--- src/rtl/pipe_pkg.sv ---
// -----------------------------------------------------------------------------
// pipe_pkg
// Shared types and default widths for the MEM/WB pipeline skid stage.
//   mem_wb_ctrl_t : control bundle {reg_wr, sel_wb[1:0]}
//   mem_wb_data_t : datapath bundle {alu_o, rd_data, PC4, rd}
//   DEF_CTRL_W    : default control bundle width (3)
//   DEF_DATA_W    : default datapath bundle width (101)
// -----------------------------------------------------------------------------
package pipe_pkg;

    typedef struct packed {
        logic       reg_wr;
        logic [1:0] sel_wb;
    } mem_wb_ctrl_t;

    typedef struct packed {
        logic [31:0] alu_o;
        logic [31:0] rd_data;
        logic [31:0] PC4;
        logic [4:0]  rd;
    } mem_wb_data_t;

    localparam int DEF_CTRL_W = $bits(mem_wb_ctrl_t);
    localparam int DEF_DATA_W = $bits(mem_wb_data_t);

endpackage : pipe_pkg

--- src/rtl/pipe_slot.sv ---
// -----------------------------------------------------------------------------
// pipe_slot
// One pipeline entry: valid flag plus control and data registers.
//   clk, rst_n : clock, asynchronous active-low reset (clears everything)
//   i_load     : capture i_ctrl/i_data and set valid
//   i_clear    : drop the entry (valid and ctrl to 0, data kept); wins over load
//   i_ctrl     : control bundle to capture
//   i_data     : datapath bundle to capture
//   o_valid    : entry holds a beat
//   o_ctrl     : held control bundle (zero whenever o_valid is 0)
//   o_data     : held datapath bundle
// -----------------------------------------------------------------------------
module pipe_slot #(
    parameter int CTRL_W = 3,
    parameter int DATA_W = 101
) (
    input  logic              clk,
    input  logic              rst_n,
    input  logic              i_load,
    input  logic              i_clear,
    input  logic [CTRL_W-1:0] i_ctrl,
    input  logic [DATA_W-1:0] i_data,
    output logic              o_valid,
    output logic [CTRL_W-1:0] o_ctrl,
    output logic [DATA_W-1:0] o_data
);

    logic              r_valid;
    logic [CTRL_W-1:0] r_ctrl;
    logic [DATA_W-1:0] r_data;

    // Valid and control: cleared on drop so a bubble can never carry reg_wr.
    // NOTE: sequential state uses non-blocking (<=) so every register samples
    // pre-edge values, independent of block ordering.
    always_ff @(posedge clk or negedge rst_n) begin
        if (!rst_n) begin
            r_valid <= 1'b0;
            r_ctrl  <= '0;
        end else if (i_clear) begin
            r_valid <= 1'b0;
            r_ctrl  <= '0;
        end else if (i_load) begin
            r_valid <= 1'b1;
            r_ctrl  <= i_ctrl;
        end
    end

    // Data only moves on capture; a dropped entry keeps its stale payload,
    // which is harmless because consumers qualify it with valid.
    always_ff @(posedge clk or negedge rst_n) begin
        if (!rst_n) begin
            r_data <= '0;
        end else if (i_load && !i_clear) begin
            r_data <= i_data;
        end
    end

    assign o_valid = r_valid;
    assign o_ctrl  = r_ctrl;
    assign o_data  = r_data;

endmodule : pipe_slot

--- src/rtl/pipe_skid_stage.sv ---
// -----------------------------------------------------------------------------
// pipe_skid_stage
// Valid/ready pipeline register for the MEM/WB bundle with optional skid entry.
// SKID=1: two entries (main + skid), in_ready comes straight from a register.
// SKID=0: one entry, in_ready = out_ready || !main_valid.
//   clk, rst_n : clock, asynchronous active-low reset
//   flush      : kill held beats and any beat presented this cycle
//   in_valid   : upstream beat present
//   in_ready   : stage can accept a beat
//   in_ctrl    : upstream control bundle
//   in_data    : upstream datapath bundle
//   out_valid  : downstream beat present (registered)
//   out_ready  : downstream accepts the beat
//   out_ctrl   : control bundle, zero while out_valid is 0 (registered)
//   out_data   : datapath bundle (registered)
//   occupancy  : number of held beats, 0..2
// -----------------------------------------------------------------------------
module pipe_skid_stage
    import pipe_pkg::*;
#(
    parameter int CTRL_W = DEF_CTRL_W,
    parameter int DATA_W = DEF_DATA_W,
    parameter int SKID   = 1
) (
    input  logic              clk,
    input  logic              rst_n,
    input  logic              flush,
    input  logic              in_valid,
    output logic              in_ready,
    input  logic [CTRL_W-1:0] in_ctrl,
    input  logic [DATA_W-1:0] in_data,
    output logic              out_valid,
    input  logic              out_ready,
    output logic [CTRL_W-1:0] out_ctrl,
    output logic [DATA_W-1:0] out_data,
    output logic [1:0]        occupancy
);

    logic              w_main_valid;
    logic [CTRL_W-1:0] w_main_ctrl;
    logic [DATA_W-1:0] w_main_data;
    logic              w_skid_valid;
    logic [CTRL_W-1:0] w_skid_ctrl;
    logic [DATA_W-1:0] w_skid_data;

    logic              w_in_ready;
    logic              w_in_fire;
    logic              w_out_fire;
    logic              w_main_load;
    logic              w_main_from_skid;
    logic              w_main_clear;
    logic [CTRL_W-1:0] w_main_src_ctrl;
    logic [DATA_W-1:0] w_main_src_data;

    // With a skid entry, in_ready depends only on the skid register, which
    // breaks the combinational out_ready -> in_ready path.
    assign w_in_ready = (SKID != 0) ? !w_skid_valid : (out_ready || !w_main_valid);

    // A beat presented during flush is handshaken but discarded.
    assign w_in_fire  = in_valid && w_in_ready && !flush;
    assign w_out_fire = w_main_valid && out_ready;

    // Main entry refill: the skid beat has priority (it is older); otherwise
    // the incoming beat goes straight to main when main is free or leaving.
    always_comb begin
        // NOTE: defaults first so every path assigns every output (no latches).
        w_main_load      = 1'b0;
        w_main_from_skid = 1'b0;
        if (!flush) begin
            if (w_skid_valid && w_out_fire) begin
                w_main_load      = 1'b1;
                w_main_from_skid = 1'b1;
            end else if (w_in_fire && (!w_main_valid || w_out_fire)) begin
                w_main_load = 1'b1;
            end
        end
    end

    assign w_main_clear    = flush || (w_out_fire && !w_main_load);
    assign w_main_src_ctrl = w_main_from_skid ? w_skid_ctrl : in_ctrl;
    assign w_main_src_data = w_main_from_skid ? w_skid_data : in_data;

    pipe_slot #(
        .CTRL_W (CTRL_W),
        .DATA_W (DATA_W)
    ) u_main (
        .clk     (clk),
        .rst_n   (rst_n),
        .i_load  (w_main_load),
        .i_clear (w_main_clear),
        .i_ctrl  (w_main_src_ctrl),
        .i_data  (w_main_src_data),
        .o_valid (w_main_valid),
        .o_ctrl  (w_main_ctrl),
        .o_data  (w_main_data)
    );

    generate
        if (SKID != 0) begin : g_skid
            logic w_skid_load;
            logic w_skid_clear;

            // Accepted while main is stuck: park the beat in skid. Accepting
            // implies skid is empty, so load and clear never coincide.
            assign w_skid_load  = w_in_fire && w_main_valid && !w_out_fire;
            assign w_skid_clear = flush || (w_skid_valid && w_out_fire);

            pipe_slot #(
                .CTRL_W (CTRL_W),
                .DATA_W (DATA_W)
            ) u_skid (
                .clk     (clk),
                .rst_n   (rst_n),
                .i_load  (w_skid_load),
                .i_clear (w_skid_clear),
                .i_ctrl  (in_ctrl),
                .i_data  (in_data),
                .o_valid (w_skid_valid),
                .o_ctrl  (w_skid_ctrl),
                .o_data  (w_skid_data)
            );
        end else begin : g_no_skid
            assign w_skid_valid = 1'b0;
            assign w_skid_ctrl  = '0;
            assign w_skid_data  = '0;
        end
    endgenerate

    assign in_ready  = w_in_ready;
    assign out_valid = w_main_valid;
    // Slot already zeroes ctrl when empty; the gate keeps the bubble rule local.
    assign out_ctrl  = w_main_valid ? w_main_ctrl : '0;
    assign out_data  = w_main_data;
    assign occupancy = {1'b0, w_main_valid} + {1'b0, w_skid_valid};

endmodule : pipe_skid_stage

--- config.mk ---
export PLATFORM = sky130hd
export DESIGN_NAME = pipe_skid_stage
export DESIGN_NICKNAME = d
export VERILOG_FILES = /design/src/rtl/pipe_pkg.sv /design/src/rtl/pipe_slot.sv /design/src/rtl/pipe_skid_stage.sv
export SDC_FILE = /design/constraint.sdc
export NUM_CORES = 1
export LEC_CHECK = 0
export ABC_AREA = 1
export BUFFER_PORTS_ARGS = -buffer_cell sky130_fd_sc_hd__buf_4
export CORE_AREA = 2 2 142 144
export CTS_BUF_LIST = sky130_fd_sc_hd__clkbuf_8
export DETAILED_ROUTE_END_ITERATION = 10
export DIE_AREA = 0 0 144 146
export PLACE_DENSITY = 0.71
export SLEW_MARGIN = 20
export SYNTH_ARGS = -nofsm -noshare
export SYNTH_HDL_FRONTEND = slang
export SYNTH_SLANG_ARGS = --single-unit
--- constraint.sdc ---
create_clock -name clk -period 1.78 [get_ports clk]
set_clock_uncertainty 0.2 [all_clocks]
set_input_delay 0.356 -clock clk [delete_from_list [all_inputs] [get_ports clk]]
set_output_delay 0.356 -clock clk [all_outputs]
set_load 0.05 [all_outputs]
==> qor.txt, run 1 <==
R2r startpoint: u_main.o_valid$_DFFE_PN0P_
Worst-Skew Late Latency: 520 ps
Startpoint Class: flop
Hold path start: out_ready
TritonCTS clock tree: yes
Final hold violations: 0
Syn_nets: 1373
Area grow syn2layout: 51.0%
Worst hold path class: input port to flop
Clock root buffer: clkbuf_8
Initial Util: 49.9%
Post-Route WL: 33400 µm
Worst hold stages: 3
Mux cell area share after synthesis: 0%
Worst path required time: 1220 ps
WL/cell: 17.5 µm
First DRT Iteration DRCs: 807
Fill count: 1372
Via count: 10.0k
Core area: 19300 µm²
Top post-synthesis cells by count: nand2_1 (735), nand3_1 (211), dfrtp_1 (210)
Worst VDD drop: 0.625 mV
Vias in the first global route: 9232
Antenna fix cells: 0
Post-Synthesis Cells: 1263
Placed cell areas: 11600 µm²
Synth Area in XOR/XNOR: 0%
Leak: 8.04 nW
Die W: 144 µm
Synth top area cells: dfrtp_1 (54%), nand2_1 (29%), nand3_1 (11%), buf_2 (2.1%), clkbuf_1 (1.0%)
Top-count cell post-synth: nand2_1
Register area: 5260 µm²
Least-Margin Pin Slew: 426 ps
Status: finished, violations left
FF+latch count, synth: 210
Residual DRC count: 0
Number of synthesized flops with an enable pin: 0
# rows: 51
Die outline height: 146 µm
Reg clk slew, reported paths: 70 ps
R2R setup slack: -190 ps
Largest net degree at the start of global routing: 65
Die area: 21000 µm²
GPL Wtd Cong: 0.778
Dpl hpwl: 16300 µm
Top-area cell type share of the netlist area: 54.4%
Maximum clock path buffer count: 3
Violations in the final reports: negative setup slack
Final instance area: 14600 µm²
Cell accounting for the most synthesized area: dfrtp_1
Antenna violations before repair: 0
Nets: 1732
Hold Path End: u_main.o_valid$_DFFE_PN0P_
Max-cap violations: 0
Design Power: 14.9 mW
Relative slew slack: 71.6%
Multi-input gate area: 4050 µm²
Final setup slack of the worst path: -208 ps
Async S/R FF share, synth: 100%
Max FO, Critical Path: 5
Post-DRT Antenna Nets: 0
Sequential share of the synthesized area: 54.4%
GRT overflow: 0
Worst Setup End Kind: output pin
Unrepaired setup endpoints after global routing: yes
TritonCTS Buffers: 36
I/O pin count: 217
Routed vias/inst: 5.25
Final setup violation count: 178
Port-buffer cells: 216
Arr. time, crit path: 1430 ps
Cell area after synthesis: 9650 µm²
Power Density: 1020 nW/µm²
Share of cells above drive strength 1: 23.3%
Adder-cell share of the synthesized area: 0.130%
Synth Flop Type: dfrtp_1
Syn_area_per_cell: 7.64 µm²
Synth warnings: 0
Count of final max-slew check failures: 0
Synth Area in Compound Gates: 0.168%
First-pass DRT Iterations: 5
Max H-tree Level: 2
F_max: 503 MHz
RR Endpoint: u_main.o_data[55]$_DFFE_PN0P_
Fin crit period: 1990 ps
Clock tree sinks: 210
Largest family of logic cells by synthesized area: simple AND/OR/NAND/NOR gates
Unique masters post-synth: 19
Final worst-path cycle share: 112%
Critical path class: flop to output pin
Worst Reg-to-Reg Cells: 10
First-pass GRT wire length: 45900 µm
Simple-gate share of the synthesized area: 40.1%
Total global-route track usage: 26.7%
[metrics by stage]
| stage | instances | TNS [ps] | setup slack [ps] | util, % | hold WS, ps |
|---|---|---|---|---|---|
| finish | 1906 | -12010 | -208 | 75.4 | 61.2 |
| global route | 1906 | -21870 | -252 | 75.4 | 55.8 |
| CTS | 1863 | -3780 | -213 | 69.9 | 2.46 |
| detailed placement | 1691 | 0 | 52.2 | 60.1 | 105 |
| global placement | 1691 | 0 | 112 | 60.1 | 108 |
| floorplan | 1263 | 0 | 16.4 | - | -140 |
[layout make-up]
class / instances / share of cell area, %
Sequential cell: 210 / 36.1
Timing Repair Buffer: 410 / 28.8
Inverter: 7 / 0.429
Multi-Input combinational cell: 957 / 27.8
Clock inverter: 10 / 0.258
Tap cell: 265 / 2.27
Clock buffer: 47 / 4.44
[layer usage]
| metal | track usage, % | wire length, µm | part of all wire, % | vias up |
|---|---|---|---|---|
| li1 | - | - | - | 4681 |
| met1 | 36.8 | 13600 | 41 | 4751 |
| met2 | 42.5 | 15800 | 47 | 473 |
| met3 | 5.13 | 2740 | 8.2 | 104 |
| met4 | 8.87 | 1290 | 3.9 | 0 |
| met5 | 0 | 0 | 0 | - |
[logic make-up (layout without fill, tap and decap cells)]
logic type                 after synthesis  after routing
DFF                                    210            210
and+or+nand+nor                        953            953
buffers and inverters                   96            474
adders and majority gates                1              1
AOI/OAI and AO/OA                        3              3
[worst max-delay path by stage]
stage                                            startpoint                              endpoint  slack (ps)  depth (start not counted)
after global placement                                flush          u_main.o_data[1]$_DFFE_PN0P_         110                          7
final                            u_main.o_valid$_DFFE_PN0P_                          occupancy[0]        -210                          2
after detailed placement                              flush  g_skid.u_skid.o_data[88]$_DFFE_PN0P_          50                          8
after floorplan           g_skid.u_skid.o_valid$_DFFE_PN0P_   g_skid.u_skid.o_data[0]$_DFFE_PN0P_          20                          8
after CTS                 g_skid.u_skid.o_valid$_DFFE_PN0P_                          occupancy[0]        -210                          3
after global routing      g_skid.u_skid.o_valid$_DFFE_PN0P_                          occupancy[0]        -250                          3
[cells in the final DEF, fill, tap and decap left out, types with 3 or more instances in the layout]
cell type,n
inv_2,3
clkbuf_8,48
inv_1,10
buf_16,6
dlygate4sd3_1,107
buf_4,229
nand2_4,5
buf_6,22
nand2_2,8
nand2_8,3
nor2_4,3
buf_12,22
clkbuf_16,19
nand2_1,721
buf_8,4
dfrtp_1,209
nand3_1,209
[repair_timing]
item | CTS | global route
buffers inserted | 8 | 15
cloned | 0 | 29
gates resized for setup | 25 | 70
endpoints found under the hold margin | 419 | 0
endpoints found under the setup margin | 7 | 215
pin swaps | 1 | 12
hold buffers | 107 | 0
[power by group]
part	total (mW)	switching (mW)	internal, mW	leakage, nW
Sequential	6.36	0.606	5.75	2.64
Combinational	4.29	2.77	1.52	5.00
Clock	4.24	1.91	2.33	0.391
[worst max-delay path: stages (launching register included)]
cell and delay [ps]:
dfrtp_2 490, ha_4 300, buf_12 130
[registers in the layout, indices dropped and copies added (netlist names)]
register	count
g_skid.u_skid.o_ctrl	3
g_skid.u_skid.o_data	101
g_skid.u_skid.o_valid	1
u_main.o_ctrl	3
u_main.o_data	101
u_main.o_valid	1
No activity file was read; power rests on OpenSTA's default activity.
==> run 2: changes to the inputs <==
--- a/config.mk
+++ b/config.mk
@@ -12,6 +12,7 @@
 export DETAILED_ROUTE_END_ITERATION = 10
 export DIE_AREA = 0 0 144 146
 export PLACE_DENSITY = 0.71
+export SETUP_SLACK_MARGIN = 0.02
 export SLEW_MARGIN = 20
 export SYNTH_ARGS = -nofsm -noshare
 export SYNTH_HDL_FRONTEND = slang
==> run 2 against run 1 <==
  * The run still ends with negative setup slack left
  * Register-to-register slack better by 60 ps
  * Design area grew 3.3%
  * Global-route usage is essentially flat
  * Clock power rose by 4.7%
  * Final cell count rose by 0.58%
  * Critical path depth up 1
  * Sequential share of layout area is 1.2 points lower
  * Die area did not move
==> qor.txt, run 2 (synthesis results as in run 1) <==
Dpl hpwl: 16400 µm
Final worst-path cycle share: 113%
Unrepaired setup endpoints after global routing: yes
Worst VDD drop: 0.663 mV
Worst hold path class: input port to flop
Post-DRT Antenna Nets: 0
Final hold violations: 0
Reg clk slew, reported paths: 60 ps
Routed vias/inst: 5.39
Power Density: 1010 nW/µm²
First-pass GRT wire length: 45800 µm
Startpoint Class: flop
Worst Setup End Kind: output pin
Share of cells above drive strength 1: 26.6%
Final setup slack of the worst path: -226 ps
Critical path class: flop to output pin
RR Endpoint: u_main.o_data[93]$_DFFE_PN0P_
Least-Margin Pin Slew: 484 ps
GRT overflow: 0
# rows: 51
Maximum clock path buffer count: 3
Final core utilization: 77.9%
Final setup violation count: 111
Port-buffer cells: 216
Vias in the first global route: 9236
Initial Util: 49.9%
Fill count: 1298
Design Power: 15.2 mW
F_max: 499 MHz
First-pass DRT Iterations: 7
Clock tree sinks: 210
I/O pin count: 217
Core area: 19300 µm²
R2r startpoint: u_main.o_valid$_DFFE_PN0P_
Total global-route track usage: 26.6%
Arr. time, crit path: 1450 ps
Worst path required time: 1220 ps
Relative slew slack: 67.7%
Leak: 8.15 nW
GPL Wtd Cong: 0.786
WL/cell: 18.4 µm
Via count: 10.3k
Hold path start: in_valid
Violations in the final reports: negative setup slack
Max-cap violations: 0
Fin cells: 1917
Post-Route WL: 35300 µm
TritonCTS Buffers: 36
Most frequent cells in the layout: nand2_1 (720), buf_4 (217), dfrtp_1 (209)
Worst hold stages: 4
Placed cell areas: 11600 µm²
Count of final max-slew check failures: 0
Worst-Skew Late Latency: 530 ps
Antenna violations before repair: 0
Hold slack: 29.8 ps
Max H-tree Level: 2
Status: finished, violations left
Die outline height: 146 µm
Area grow syn2layout: 56.0%
Antenna fix cells: 0
TritonCTS clock tree: yes
R2R setup slack: -130 ps
Max FO, Critical Path: 2
Final instance area: 15100 µm²
Residual DRC count: 0
Nets: 1736
Die area: 21000 µm²
Placed cell count: 1685
Largest net degree at the start of global routing: 69
Worst Reg-to-Reg Cells: 11
Die W: 144 µm
Hold Path End: u_main.o_ctrl[0]$_DFFE_PN0P_
Clock root buffer: clkbuf_8
Most common library cell in the layout ignoring fill and taps: nand2_1
Fin crit period: 2010 ps
First DRT Iteration DRCs: 948
[run 2: cell types whose count changed in the layout (fill, tap and decap cells not counted), sizes merged]
cell      previous run  this run
inv                 16        19
bufinv               0         1
clkinv               1         4
buf                283       281
clkinvlp             0         2
clkbuf              67        71
[run 2: power by group]
group / switching (mW) / internal (mW) / leakage [nW] / total [mW]
sequential: 0.633 / 5.75 / 2.64 / 6.39
clock: 2.02 / 2.43 / 0.418 / 4.44
combinational: 2.80 / 1.53 / 5.09 / 4.33
total: 5.45 / 9.70 / 8.15 / 15.2
[run 2: per-layer routing]
metal  track usage (%)  up-vias  wire length, µm
met1              36.4     4847            13400
met4              8.43        0             1210
li1                  -     4710                -
met3              6.19      110             3950
met2              42.2      671            16700
met5                 0        -                0
[run 2: critical path, stage by stage (launching register included)]
cell and delay [ps]:
dfrtp_1 390, buf_6 130, ha_4 270, buf_8 140
[run 2: timing repair]
item | in CTS | in global routing
pin swaps | 1 | 57
endpoints found under the setup margin | 7 | 202
gates cloned | 0 | 42
hold buffers | 107 | 0
buffers inserted | 6 | 15
endpoints found under the hold margin | 419 | 0
resized for setup | 27 | 122
[run 2: cell type report]
class	count	area (µm²)	area share [%]
multi-input cells	957	4250	28.2
repair buffers	414	4440	29.5
clock inverters	19	110	0.731
inverters	7	51.3	0.341
well taps	265	332	2.20
clock buffers	45	619	4.11
flip-flops and latches	210	5260	34.9
[run 2: worst max-delay path by stage]
stage,startpoint,to,slack (ps),depth (start not counted)
global placement,flush,u_main.o_data[18]$_DFFE_PN0P_,60,7
global route,g_skid.u_skid.o_valid$_DFFE_PN0P_,occupancy[0],-260,3
CTS,g_skid.u_skid.o_valid$_DFFE_PN0P_,occupancy[0],-240,3
floorplan,u_main.o_valid$_DFFE_PN0P_,g_skid.u_skid.o_data[0]$_DFFE_PN0P_,40,8
finish,g_skid.u_skid.o_valid$_DFFE_PN0P_,occupancy[0],-230,3
detailed placement,out_ready,u_main.o_data[39]$_DFFE_PN0P_,20,7
[run 2: stage by stage]
step	setup TNS (ps)	setup slack [ps]
after floorplan	0	41.7
after global placement	0	57.5
after detailed placement	0	23.0
after CTS	-1160	-242
after global routing	-14970	-258
final	-6770	-226
==> run 3: changes to the inputs <==
--- a/config.mk
+++ b/config.mk
@@ -6,7 +6,7 @@
 export NUM_CORES = 1
 export LEC_CHECK = 0
 export ABC_AREA = 1
-export BUFFER_PORTS_ARGS = -buffer_cell sky130_fd_sc_hd__buf_4
+export BUFFER_PORTS_ARGS = -buffer_cell sky130_fd_sc_hd__buf_2
 export CORE_AREA = 2 2 142 144
 export CTS_BUF_LIST = sky130_fd_sc_hd__clkbuf_8
 export DETAILED_ROUTE_END_ITERATION = 10
==> run 3 against run 2 <==
  * The run still ends with negative setup slack left
  * Final cell count fell by 1.7%
  * Clock-buffer cell count shrank 3
  * Die area did not move
  * Worst hold slack better by 19 ps
  * Via count is 5.9% lower
  * Power is 6.7% lower
  * Combinational power is 11% lower
  * Sequential power decreased by 1%
  * Non-clock buffer count is 20 lower
  * Critical path depth unchanged
  * Register-to-register slack gained 120 ps
  * Utilization down 7.2 points
  * Critical endpoint unchanged
  * Largest power group unchanged
==> qor.txt, run 3 (synthesis results as in run 1) <==
Initial Util: 49.9%
Violations in the final reports: negative setup slack
TritonCTS clock tree: yes
# rows: 51
First DRT Iteration DRCs: 769
Worst Setup End Kind: output pin
First-pass GRT wire length: 46000 µm
Port-buffer cells: 216
Final setup violation count: 9
Power Density: 1040 nW/µm²
Die outline height: 146 µm
Antenna violations before repair: 1
Reg clk slew, reported paths: 60 ps
Die area: 21000 µm²
Die W: 144 µm
Max H-tree Level: 2
Status: finished, violations left
Most common library cell in the layout ignoring fill and taps: nand2_1
Clock tree sinks: 210
Leak: 7.68 nW
Share of cells above drive strength 1: 21.7%
Multi-input gate area: 3960 µm²
Antenna fix cells: 0
Final worst-path cycle share: 111%
Fill count: 1513
First-pass DRT Iterations: 5
I/O pin count: 217
Routed vias/inst: 5.16
Fin crit period: 1980 ps
Final hold violations: 0
GRT overflow: 0
Dpl hpwl: 16100 µm
Final core utilization: 70.6%
Critical path class: flop to output pin
Max-cap violations: 0
Worst VDD drop: 0.724 mV
Worst hold path class: input port to flop
Max FO, Critical Path: 2
Arr. time, crit path: 1420 ps
Nets: 1716
Unrepaired setup endpoints after global routing: yes
TritonCTS Buffers: 36
Crit path largest cell delay: 390 ps
Post-DRT Antenna Nets: 0
Final setup slack of the worst path: -196 ps
Clock root buffer: clkbuf_8
Worst-Skew Late Latency: 520 ps
Count of final max-slew check failures: 0
Hold slack: 49.1 ps
WL/cell: 16.3 µm
Via count: 9725
Slowest CP cell: dfrtp_1
Residual DRC count: 0
Relative slew slack: 71.0%
F_max: 506 MHz
R2R setup slack: -10 ps
Core area: 19300 µm²
Largest net degree at the start of global routing: 82
Startpoint Class: flop
Maximum clock path buffer count: 3
Worst path required time: 1220 ps
Post-Route WL: 30700 µm
Most frequent cells in the layout: nand2_1 (731), nand3_1 (210), dfrtp_1 (209)
GPL Wtd Cong: 0.809
Total global-route track usage: 26.9%
Least-Margin Pin Slew: 435 ps
Register area: 5260 µm²
Area grow syn2layout: 41.5%
Crit-path cells: buf_6, ha_4, buf_8
Vias in the first global route: 9387
run 3: cell count changes in the layout (fill, tap and decap cells not counted), sizes merged:
cell	change
clkbuf	-15
buf	-8
inv	-4
clkinv	-2
clkinvlp	-2
bufinv	-1
run 3: metal layers:
metal,up-vias,track usage (%),share of wire (%)
met5,-,0,0.042
met4,2,8.53,2.0
met3,63,5.82,7.0
met2,383,43.4,48
met1,4633,36.2,43
li1,4644,-,-
run 3: layout make-up:
type                       instances  area share (%)
clock inverter                    10           0.284
sequential                       210            38.5
clock buffer                      42            4.23
tap                              265            2.43
timing repair buffer             394            25.3
inverter                           7           0.257
multi-input combinational        957            29.0
run 3: critical path: cells and delay by family (launching register included):
family / cells / cell delay (ps)
buffers and inverters: 2 / 270
DFF: 1 / 390
adders and majority gates: 1 / 260
run 3: stage by stage:
step	power, mW	std cells	cell area (µm²)	TNS (ps)	setup WS (ps)
2_1_floorplan	8.79	1263	9660	0	41.7
3_3_place_gp	9.80	1693	11200	0	32.7
3_5_place_dp	9.90	1693	11200	-25.1	-13.8
4_1_cts	14.1	1859	13100	-1000	-213
5_1_grt	14.8	1885	13700	-5260	-228
6_report	14.1	1885	13700	-777	-196
run 3: power by group:
group / internal (mW) / switching [mW]
Combinational: 1.16 / 2.71
Clock: 2.10 / 1.86
Sequential: 5.75 / 0.556
run 3: path summary, 6_finish.rpt:
| kind | start | endpoint | cells after the start |
|---|---|---|---|
| worst max-delay path | g_skid.u_skid.o_valid$_DFFE_PN0P_ | occupancy[0] | 3 |
| max in group asynchronous | rst_n | g_skid.u_skid.o_data[30]$_DFFE_PN0P_ | 3 |
| worst max register to register | u_main.o_valid$_DFFE_PN0P_ | u_main.o_data[36]$_DFFE_PN0P_ | 9 |
| worst min register to register | g_skid.u_skid.o_data[61]$_DFFE_PN0P_ | g_skid.u_skid.o_data[61]$_DFFE_PN0P_ | 2 |
| min in group asynchronous | rst_n | g_skid.u_skid.o_data[87]$_DFFE_PN0P_ | 2 |
| worst min-delay path | out_ready | u_main.o_valid$_DFFE_PN0P_ | 3 |
run 3: what timing repair did:
action / in CTS / in global routing
gates resized for setup: 33 / 28
cloned: 1 / 17
setup buffers: 6 / 11
setup endpoints to repair: 42 / 214
endpoints found under the hold margin: 419 / 0
hold buffers: 107 / 0
pin swaps: 4 / 2
